[src/rtl/ram_port_arbiter_if.sv]
// Request/response and RAM-side bus for ram_port_arbiter.
// req_lock exists only when ARB_LOCK_EN is defined.
interface ram_port_arbiter_if #(
  parameter int unsigned N  = 2,
  parameter int unsigned AW = 16,
  parameter int unsigned DW = 16
);
  logic [N-1:0]    req_valid;
  logic [N-1:0]    req_we;
  logic [N*AW-1:0] req_addr;
  logic [N*DW-1:0] req_wdata;
  logic [N-1:0]    req_ready;
  logic [N-1:0]    rsp_valid;
  logic [DW-1:0]   rsp_rdata;
  logic [AW-1:0]   ram_address;
  logic [DW-1:0]   ram_data;
  logic            ram_wren;
  logic [DW-1:0]   ram_q;
`ifdef ARB_LOCK_EN
  logic [N-1:0]    req_lock;
`endif

  // Requesters plus the RAM itself.
  modport master (
    output req_valid, req_we, req_addr, req_wdata, ram_q,
`ifdef ARB_LOCK_EN
    output req_lock,
`endif
    input  req_ready, rsp_valid, rsp_rdata, ram_address, ram_data, ram_wren
  );

  modport slave (
    input  req_valid, req_we, req_addr, req_wdata, ram_q,
`ifdef ARB_LOCK_EN
    input  req_lock,
`endif
    output req_ready, rsp_valid, rsp_rdata, ram_address, ram_data, ram_wren
  );
endinterface

[src/rtl/ram_port_arbiter.sv]
// Round-robin arbiter sharing one synchronous RAM port among N requesters.
// Define ARB_LOCK_EN to add req_lock: a locked winner keeps the port for up to LOCK_MAX repeats.
module ram_port_arbiter #(
  parameter int unsigned N            = 2,
  parameter int unsigned AW           = 16,
  parameter int unsigned DW           = 16,
  parameter int unsigned READ_LATENCY = 1,
  parameter int unsigned LOCK_MAX     = 16
) (
  input logic              clock,
  input logic              reset,
  ram_port_arbiter_if.slave bus
);
  localparam int unsigned PW = (N > 1) ? $clog2(N) : 1;
  localparam int unsigned D  = READ_LATENCY + 1;

  logic [PW-1:0] r_ptr;
  logic [AW-1:0] r_addr;
  logic [DW-1:0] r_data;
  logic          r_wren;
  logic [DW-1:0] r_rdata;
  logic          r_tag_vld [D];
  logic [PW-1:0] r_tag_id  [D];

  logic [PW-1:0] w_rr_win;
  logic          w_rr_any;
  logic [PW-1:0] w_win;
  logic          w_any;
  logic          w_xfer;
  logic          w_lock_hit;
  logic [PW-1:0] w_ptr_next;
  logic [AW-1:0] w_addr;
  logic [DW-1:0] w_wdata;
  logic          w_we;

  // First valid requester at or after r_ptr, wrapping modulo N.
  always_comb begin
    logic [PW:0] v_idx;
    w_rr_win = '0;
    w_rr_any = 1'b0;
    v_idx    = '0;
    for (int k = 0; k < N; k++) begin
      v_idx = {1'b0, r_ptr} + (PW+1)'(k);
      if (v_idx >= (PW+1)'(N)) v_idx = v_idx - (PW+1)'(N);
      if (!w_rr_any && bus.req_valid[v_idx[PW-1:0]]) begin
        w_rr_any = 1'b1;
        w_rr_win = v_idx[PW-1:0];
      end
    end
  end

`ifdef ARB_LOCK_EN
  localparam int unsigned CW = $clog2(LOCK_MAX + 1);

  logic [PW-1:0] r_last;
  logic          r_last_vld;
  logic [CW-1:0] r_lock_cnt;

  assign w_lock_hit = r_last_vld && bus.req_lock[r_last] && bus.req_valid[r_last] &&
                      (r_lock_cnt < CW'(LOCK_MAX));
  assign w_win      = w_lock_hit ? r_last : w_rr_win;
  assign w_any      = w_lock_hit | w_rr_any;

  always_ff @(posedge clock) begin
    if (reset) begin
      r_last     <= '0;
      r_last_vld <= 1'b0;
      r_lock_cnt <= '0;
    end else if (w_xfer) begin
      r_last     <= w_win;
      r_last_vld <= 1'b1;
      r_lock_cnt <= w_lock_hit ? r_lock_cnt + 1'b1 : '0;
    end
  end
`else
  assign w_lock_hit = 1'b0;
  assign w_win      = w_rr_win;
  assign w_any      = w_rr_any;
`endif

  assign w_xfer        = w_any & ~reset;
  assign bus.req_ready = w_xfer ? (N'(1) << w_win) : '0;
  assign w_ptr_next    = (w_win == PW'(N - 1)) ? '0 : w_win + 1'b1;

  always_comb begin
    w_addr  = '0;
    w_wdata = '0;
    w_we    = 1'b0;
    for (int i = 0; i < N; i++) begin
      if (w_win == PW'(i)) begin
        w_addr  = bus.req_addr[i*AW +: AW];
        w_wdata = bus.req_wdata[i*DW +: DW];
        w_we    = bus.req_we[i];
      end
    end
  end

  always_ff @(posedge clock) begin
    if (reset) begin
      r_ptr   <= '0;
      r_addr  <= '0;
      r_data  <= '0;
      r_wren  <= 1'b0;
      r_rdata <= '0;
      for (int s = 0; s < D; s++) begin
        r_tag_vld[s] <= 1'b0;
        r_tag_id[s]  <= '0;
      end
    end else begin
      r_wren <= w_xfer & w_we;
      if (w_xfer) begin
        r_addr <= w_addr;
        r_data <= w_wdata;
        if (!w_lock_hit) r_ptr <= w_ptr_next;
      end
      // Read tags ride alongside the RAM access; the last stage lines up with ram_q.
      r_tag_vld[0] <= w_xfer & ~w_we;
      r_tag_id[0]  <= w_win;
      for (int s = 1; s < D; s++) begin
        r_tag_vld[s] <= r_tag_vld[s-1];
        r_tag_id[s]  <= r_tag_id[s-1];
      end
      if (r_tag_vld[D-1]) r_rdata <= bus.ram_q;
    end
  end

  assign bus.ram_address = r_addr;
  assign bus.ram_data    = r_data;
  assign bus.ram_wren    = r_wren;
  assign bus.rsp_valid   = r_tag_vld[D-1] ? (N'(1) << r_tag_id[D-1]) : '0;
  assign bus.rsp_rdata   = r_tag_vld[D-1] ? bus.ram_q : r_rdata;
endmodule
[src/flat_wrapper.sv]
// flat-port wrapper written by rule: the top's interface ports become plain ports
module ram_port_arbiter_flat 
#(
  parameter int unsigned N            = 2,
  parameter int unsigned AW           = 16,
  parameter int unsigned DW           = 16,
  parameter int unsigned READ_LATENCY = 1,
  parameter int unsigned LOCK_MAX     = 16
)
  (clock, reset, bus_req_valid, bus_req_we, bus_req_addr, bus_req_wdata, bus_ram_q, bus_req_ready, bus_rsp_valid, bus_rsp_rdata, bus_ram_address, bus_ram_data, bus_ram_wren);
  ram_port_arbiter_if #(.N(N), .AW(AW), .DW(DW)) bus_i ();
  input logic clock;
  input logic reset;
  input wire logic [$bits(bus_i.req_valid)-1:0] bus_req_valid;
  input wire logic [$bits(bus_i.req_we)-1:0] bus_req_we;
  input wire logic [$bits(bus_i.req_addr)-1:0] bus_req_addr;
  input wire logic [$bits(bus_i.req_wdata)-1:0] bus_req_wdata;
  input wire logic [$bits(bus_i.ram_q)-1:0] bus_ram_q;
  output wire logic [$bits(bus_i.req_ready)-1:0] bus_req_ready;
  output wire logic [$bits(bus_i.rsp_valid)-1:0] bus_rsp_valid;
  output wire logic [$bits(bus_i.rsp_rdata)-1:0] bus_rsp_rdata;
  output wire logic [$bits(bus_i.ram_address)-1:0] bus_ram_address;
  output wire logic [$bits(bus_i.ram_data)-1:0] bus_ram_data;
  output wire logic [$bits(bus_i.ram_wren)-1:0] bus_ram_wren;
  assign bus_i.req_valid = bus_req_valid;
  assign bus_i.req_we = bus_req_we;
  assign bus_i.req_addr = bus_req_addr;
  assign bus_i.req_wdata = bus_req_wdata;
  assign bus_i.ram_q = bus_ram_q;
  assign bus_req_ready = bus_i.req_ready;
  assign bus_rsp_valid = bus_i.rsp_valid;
  assign bus_rsp_rdata = bus_i.rsp_rdata;
  assign bus_ram_address = bus_i.ram_address;
  assign bus_ram_data = bus_i.ram_data;
  assign bus_ram_wren = bus_i.ram_wren;
  ram_port_arbiter #(.N(N), .AW(AW), .DW(DW), .READ_LATENCY(READ_LATENCY), .LOCK_MAX(LOCK_MAX)) u_core (.clock(clock), .reset(reset), .bus(bus_i));
endmodule
[config.mk]
export PLATFORM = sky130hd
export DESIGN_NAME = ram_port_arbiter_flat
export DESIGN_NICKNAME = d
export VERILOG_FILES = /design/src/rtl/ram_port_arbiter_if.sv /design/src/rtl/ram_port_arbiter.sv /design/src/flat_wrapper.sv
export SDC_FILE = /design/constraint.sdc
export NUM_CORES = 1
export LEC_CHECK = 0
export CAP_MARGIN = 10
export CORE_MARGIN = 3
export CORE_UTILIZATION = 40
export CTS_BUF_LIST = sky130_fd_sc_hd__clkbuf_4
export DETAILED_ROUTE_END_ITERATION = 16
export PLACE_DENSITY = 0.95
export SKIP_LAST_GASP = 1
export SYNTH_ARGS = -nofsm -noshare
export SYNTH_HDL_FRONTEND = slang
export SYNTH_SLANG_ARGS = --single-unit
[constraint.sdc]
create_clock -name clock -period 2.55 [get_ports clock]
set_input_delay 0.6375 -clock clock [delete_from_list [all_inputs] [get_ports clock]]
set_output_delay 0.6375 -clock clock [all_outputs]
set_load 0.05 [all_outputs]
* Yosys cells after proc, flatten, opt, wreduce, memory -nomap -nowiden
Memories as Yosys holds them, arrays and structs flattened. Index checks and enable logic that the tools add are counted.
Operators by class: $lt $le $gt $ge 4, mux-type cells 24, bitwise gates (word level) 9, reduce and logical (&&, ||, !) cells 2, shift operators 2, $add $sub $neg 4
Operators with widths (number):
- $mux W16 | 3
- $mux W1 | 19
- $lt A1 B2 Y1 const B | 2
- $mux W2 | 2
- $or A1 B1 Y1 | 4
- $shl A1 B1 Y2 const A | 2
- $and A1 B1 Y1 | 3
- $add A1 B1 Y2 const B | 1
- $ge A1 B2 Y1 const B | 1
- $ge A2 B2 Y1 const B | 1
- $not A1 Y1 | 2
- $sub A1 B1 Y1 const B | 2
- $add A1 B1 Y1 const B | 1
- $logic_and A1 B1 Y1 | 1
- $logic_not A1 Y1 | 1
Storage, ports and cells: memory bits (writable) 4, word-level logic and storage cells 52, memories kept 2, bits in registers 50, input port bits 86, output and inout port bits 53
Memory list:
- u_core.r_tag_id | words 2, bits a word 1, read ports 2, clocked after memory_dff 0, wr ports 2, line ram_port_arbiter.sv:23 | logic [PW-1:0] r_tag_id [D];
- u_core.r_tag_vld | words 2, bits a word 1, read ports 2, clocked after memory_dff 0, wr ports 2, line ram_port_arbiter.sv:22 | logic r_tag_vld [D];

* Depth between registers and ports, before layout
depth in word-level cells 12, gate-level depth with buffers 4, gate-level depth less buffers 3

* Least setup slack after synthesis
Ideal clock, no wire load.
path kind register to output, start point memory u_core.r_tag_vld[1][0] (netlist: u_core.r_tag_vld[0][1]), end point output port bus_rsp_valid[0], arrival time 1423 ps, buffers on the path 2, path slack 490 ps, required time 1913 ps, stages on the path, launching flop included 4, path through dfxtp_1 > buf_2 > buf_2 > nor2b_1
RTL lines:
- start, declared | line ram_port_arbiter.sv:22
- end, declared | line flat_wrapper.sv:20 | output wire logic [$bits(bus_i.rsp_valid)-1:0] bus_rsp_valid;

* Final worst setup path
start point input port bus_req_valid[1], end point output port bus_req_ready[1]
On the way: longest elaborated chain between the ends 8, elaborated cells on any way between the ends 13, those cells by class shift (1); mux (9); bitwise (1); reduce/logical (2)
RTL lines:
- start, declared | line flat_wrapper.sv:14 | input wire logic [$bits(bus_i.req_valid)-1:0] bus_req_valid;
- $mux W1 (implied by the code) (2 in a row) | line ram_port_arbiter.sv:45 | if (!w_rr_any && bus.req_valid[v_idx[PW-1:0]]) begin
- $mux W1 | line ram_port_arbiter.sv:45
- $logic_not A1 Y1 | line ram_port_arbiter.sv:45
- $logic_and A1 B1 Y1 | line ram_port_arbiter.sv:45
- $mux W1 | line ram_port_arbiter.sv:45
- $shl A1 B1 Y2 / $and A1 B1 Y1 (equally long branches) | line ram_port_arbiter.sv:82, ram_port_arbiter.sv:81
- $mux W2 * | line ram_port_arbiter.sv:82 | assign bus.req_ready = w_xfer ? (N'(1) << w_win) : '0;
- end, declared | line flat_wrapper.sv:19 | output wire logic [$bits(bus_i.req_ready)-1:0] bus_req_ready;
Mark *: on every way between the ends. The rest lies on a longest branch, timed or not. The select of a mux whose other input is x is not followed.

==> impl_results.md <==
- CP delay by family, top: buffers and inverters
- Min-delay worst type: reg -> reg
- Syn_area_per_cell: 11.7 sq um
- Vias in the first global route: 1971
- Post-Syn Instances: 184
- Post-Route WL: 6.21 mm
- Area growth syn-to-layout: 77.4%
- Dpl hpwl: 4.75 mm
- Predominant post-synthesis flop cell: dfxtp_1
- Worst Path Required: 1.91 ns
- Detailed Routing Iterations Pass 1: 5
- Starting Density: 41.8%
- Commonest non-fill, non-tap cell in the layout: clkdlybuf4s50_1
- Worst path bufs/invs: 3
- CTS root buf: clkbuf_4
- Die Ht: 79.5 microns
- Post-synth ARST share: 0%
- Post-layout util: 74.1%
- First-pass GRT wire length: 9.48 mm
- # resized after CTS: 0
- Initial antenna violation count: 0
- Seq/Total Area, Yosys: 50.1%
- CTS Hold Buffers Added: 0
- Net Count, Synth: 270
- Grt total ovfl: 0
- Remaining DRCs: 0
- IO Port Bufs: 138
- H-tree Lvls: 2
- Yosys reg bits: 54
- Total chip power: 2.11 mW
- RSZ-0062 raised after global routing: no
- Vias: 1983
- PwrDens: 551 nW/um^2
- Final hold vios: 0
- Initial DRC Count: 78
- Most frequent cells in the layout: 118 x clkdlybuf4s50_1, 54 x dfxtp_1, 31 x a221o_1
- Worst setup path category: in -> out
- Worst setup SP type: input pin
- Boundary pin count: 139
- Leak pwr: 1.49 nW
- Core footprint: 5170 sq um
- Rows: 26
- Clock Sinks: 54
- Layout cells sized above 1: 17.0%
- Antenna Nets Post-Route: 0
- Final Max Tran Viols: 0
- ANT cells: 0
- Slowest stage delay, CP: 0.61 ns
- Post-CTS Setup Bufs: 0
- Post-synthesis instance area: 2160 sq um
- Final Setup Violations: 0
- EDFF count, synth: 0
- Status: finished, final reports clean
- Die area: 6320 sq um
- Total of max-cap violations: 0
- Worst Tran Pin Value: 0.961 ns
- Clock Tree Buf Depth: 2
- Slowest cell on crit path: clkdlybuf4s50_1
- Fmax: 406 MHz
- # fillers: 345
- Slew Limit Headroom: 35.7%
- Largest net degree at the start of global routing: 32
- Crit path cell chain: clkdlybuf4s50_1, inv_2, nor3_4, buf_12
- Chip width: 79.5 microns
- Minimum clock period after layout: 2.47 ns
- # nets final: 408
- All-Layer GR Usage: 19.1%
- Crit path arrival time: 1.83 ns
- Clk_lat worst skew: 0.37 ns
- Clock Pin Slew Worst Setup and Hold Paths: 0.14 ns
- Peak VDD IR: 304 uV
- Unique masters post-synth: 25
- Drt wl/cell: 15.8 microns
- Routability cong.: 0.787
- Vias per cell: 5.05
- Clock Skews: 0.0162 ns
- CTS tree: done
- Final period utilization: 96.7%
- CP Capture Type: output pin
- Yosys warnings: 0
- Critical-path maximum fanout: 6
- CTS Buf Count: 5
path summary, 6_finish.rpt:
check,depth (start not counted),endpoint,slack [ns],startpoint
hold / removal,1,u_core.r_tag_vld[0][1]$_SDFF_PP0_,0.45,u_core.r_tag_vld[0][0]$_SDFF_PP0_
setup / recovery,4,bus_req_ready[1],0.08,bus_req_valid[1]
setup reg to reg,4,u_core.bus.ram_address[15]$_SDFFE_PP0P_,1.05,u_core.r_ptr$_SDFFE_PP0P_
hold reg to reg,1,u_core.r_tag_vld[0][1]$_SDFF_PP0_,0.45,u_core.r_tag_vld[0][0]$_SDFF_PP0_
metrics by stage:
step	instances	area, sq um	hold slack (ns)	TNS (ns)	setup WS (ns)
2_1_floorplan	184	2160	0.411	0	0.490
3_3_place_gp	385	3730	0.417	0	0.0531
3_5_place_dp	385	3730	0.418	-0.0257	-0.0227
4_1_cts	393	3830	0.451	0	0.0837
5_1_grt	393	3830	0.472	0	0.0355
6_report	393	3830	0.446	0	0.0846
final cells by class:
cell class	count	area, sq um	share of cell area [%]
Timing Repair Buffer	144	1600	41.8
Sequential cell	54	1080	28.2
Multi-Input combinational cell	116	956	25.0
Tap cell	70	87.6	2.29
Clock inverter	3	63.8	1.67
Clock buffer	5	37.5	0.980
Inverter	1	3.75	0.0980
cell families after synthesis:
kind of cell	after synthesis	synth area share (%)
muxes	17	8.81
buffers and inverters	14	5.68
AOI/OAI and AO/OA	36	16.2
and+or+nand+nor	63	19.3
DFF	54	50.1
where the power goes:
| group | total, mW | switching, mW | internal, mW |
|---|---|---|---|
| Clock | 0.564 | 0.261 | 0.302 |
| Sequential | 0.924 | 0.0256 | 0.898 |
| Combinational | 0.623 | 0.319 | 0.304 |
| Total | 2.11 | 0.606 | 1.50 |
state kept, by name, indices dropped and copies added, names as in the netlist:
name,count
u_core.r_ptr,1
u_core.r_tag_id,2
u_core.bus.ram_data,16
u_core.bus.ram_address,16
u_core.r_rdata,16
u_core.bus.ram_wren,1
u_core.r_tag_vld,2
synthesized netlist by cell type, types with 2 or more instances:
library cell  number  area [sq um]
dfxtp_1           54          1080
a221o_1           31           310
and2_0            30           188
nor2b_1           17           106
mux2_2            16           180
buf_6              9           101
a21oi_1            2          10.0
and2_1             2          12.5
and2b_1            2          15.0
buf_2              2          10.0
clkbuf_1           2          7.51
nor2_1             2          7.51
nor3_1             2          10.0
nor3_4             2          32.5
layer usage:
| layer | vias up | routed length, microns | track usage (%) |
|---|---|---|---|
| met1 | 925 | 2460 | 22.0 |
| li1 | 946 | - | - |
| met3 | 9 | 604 | 6.43 |
| met4 | 0 | 83 | 5.15 |
| met5 | - | 0 | 0 |
| met2 | 103 | 3060 | 33.6 |
(Power assumes the default switching activity.)
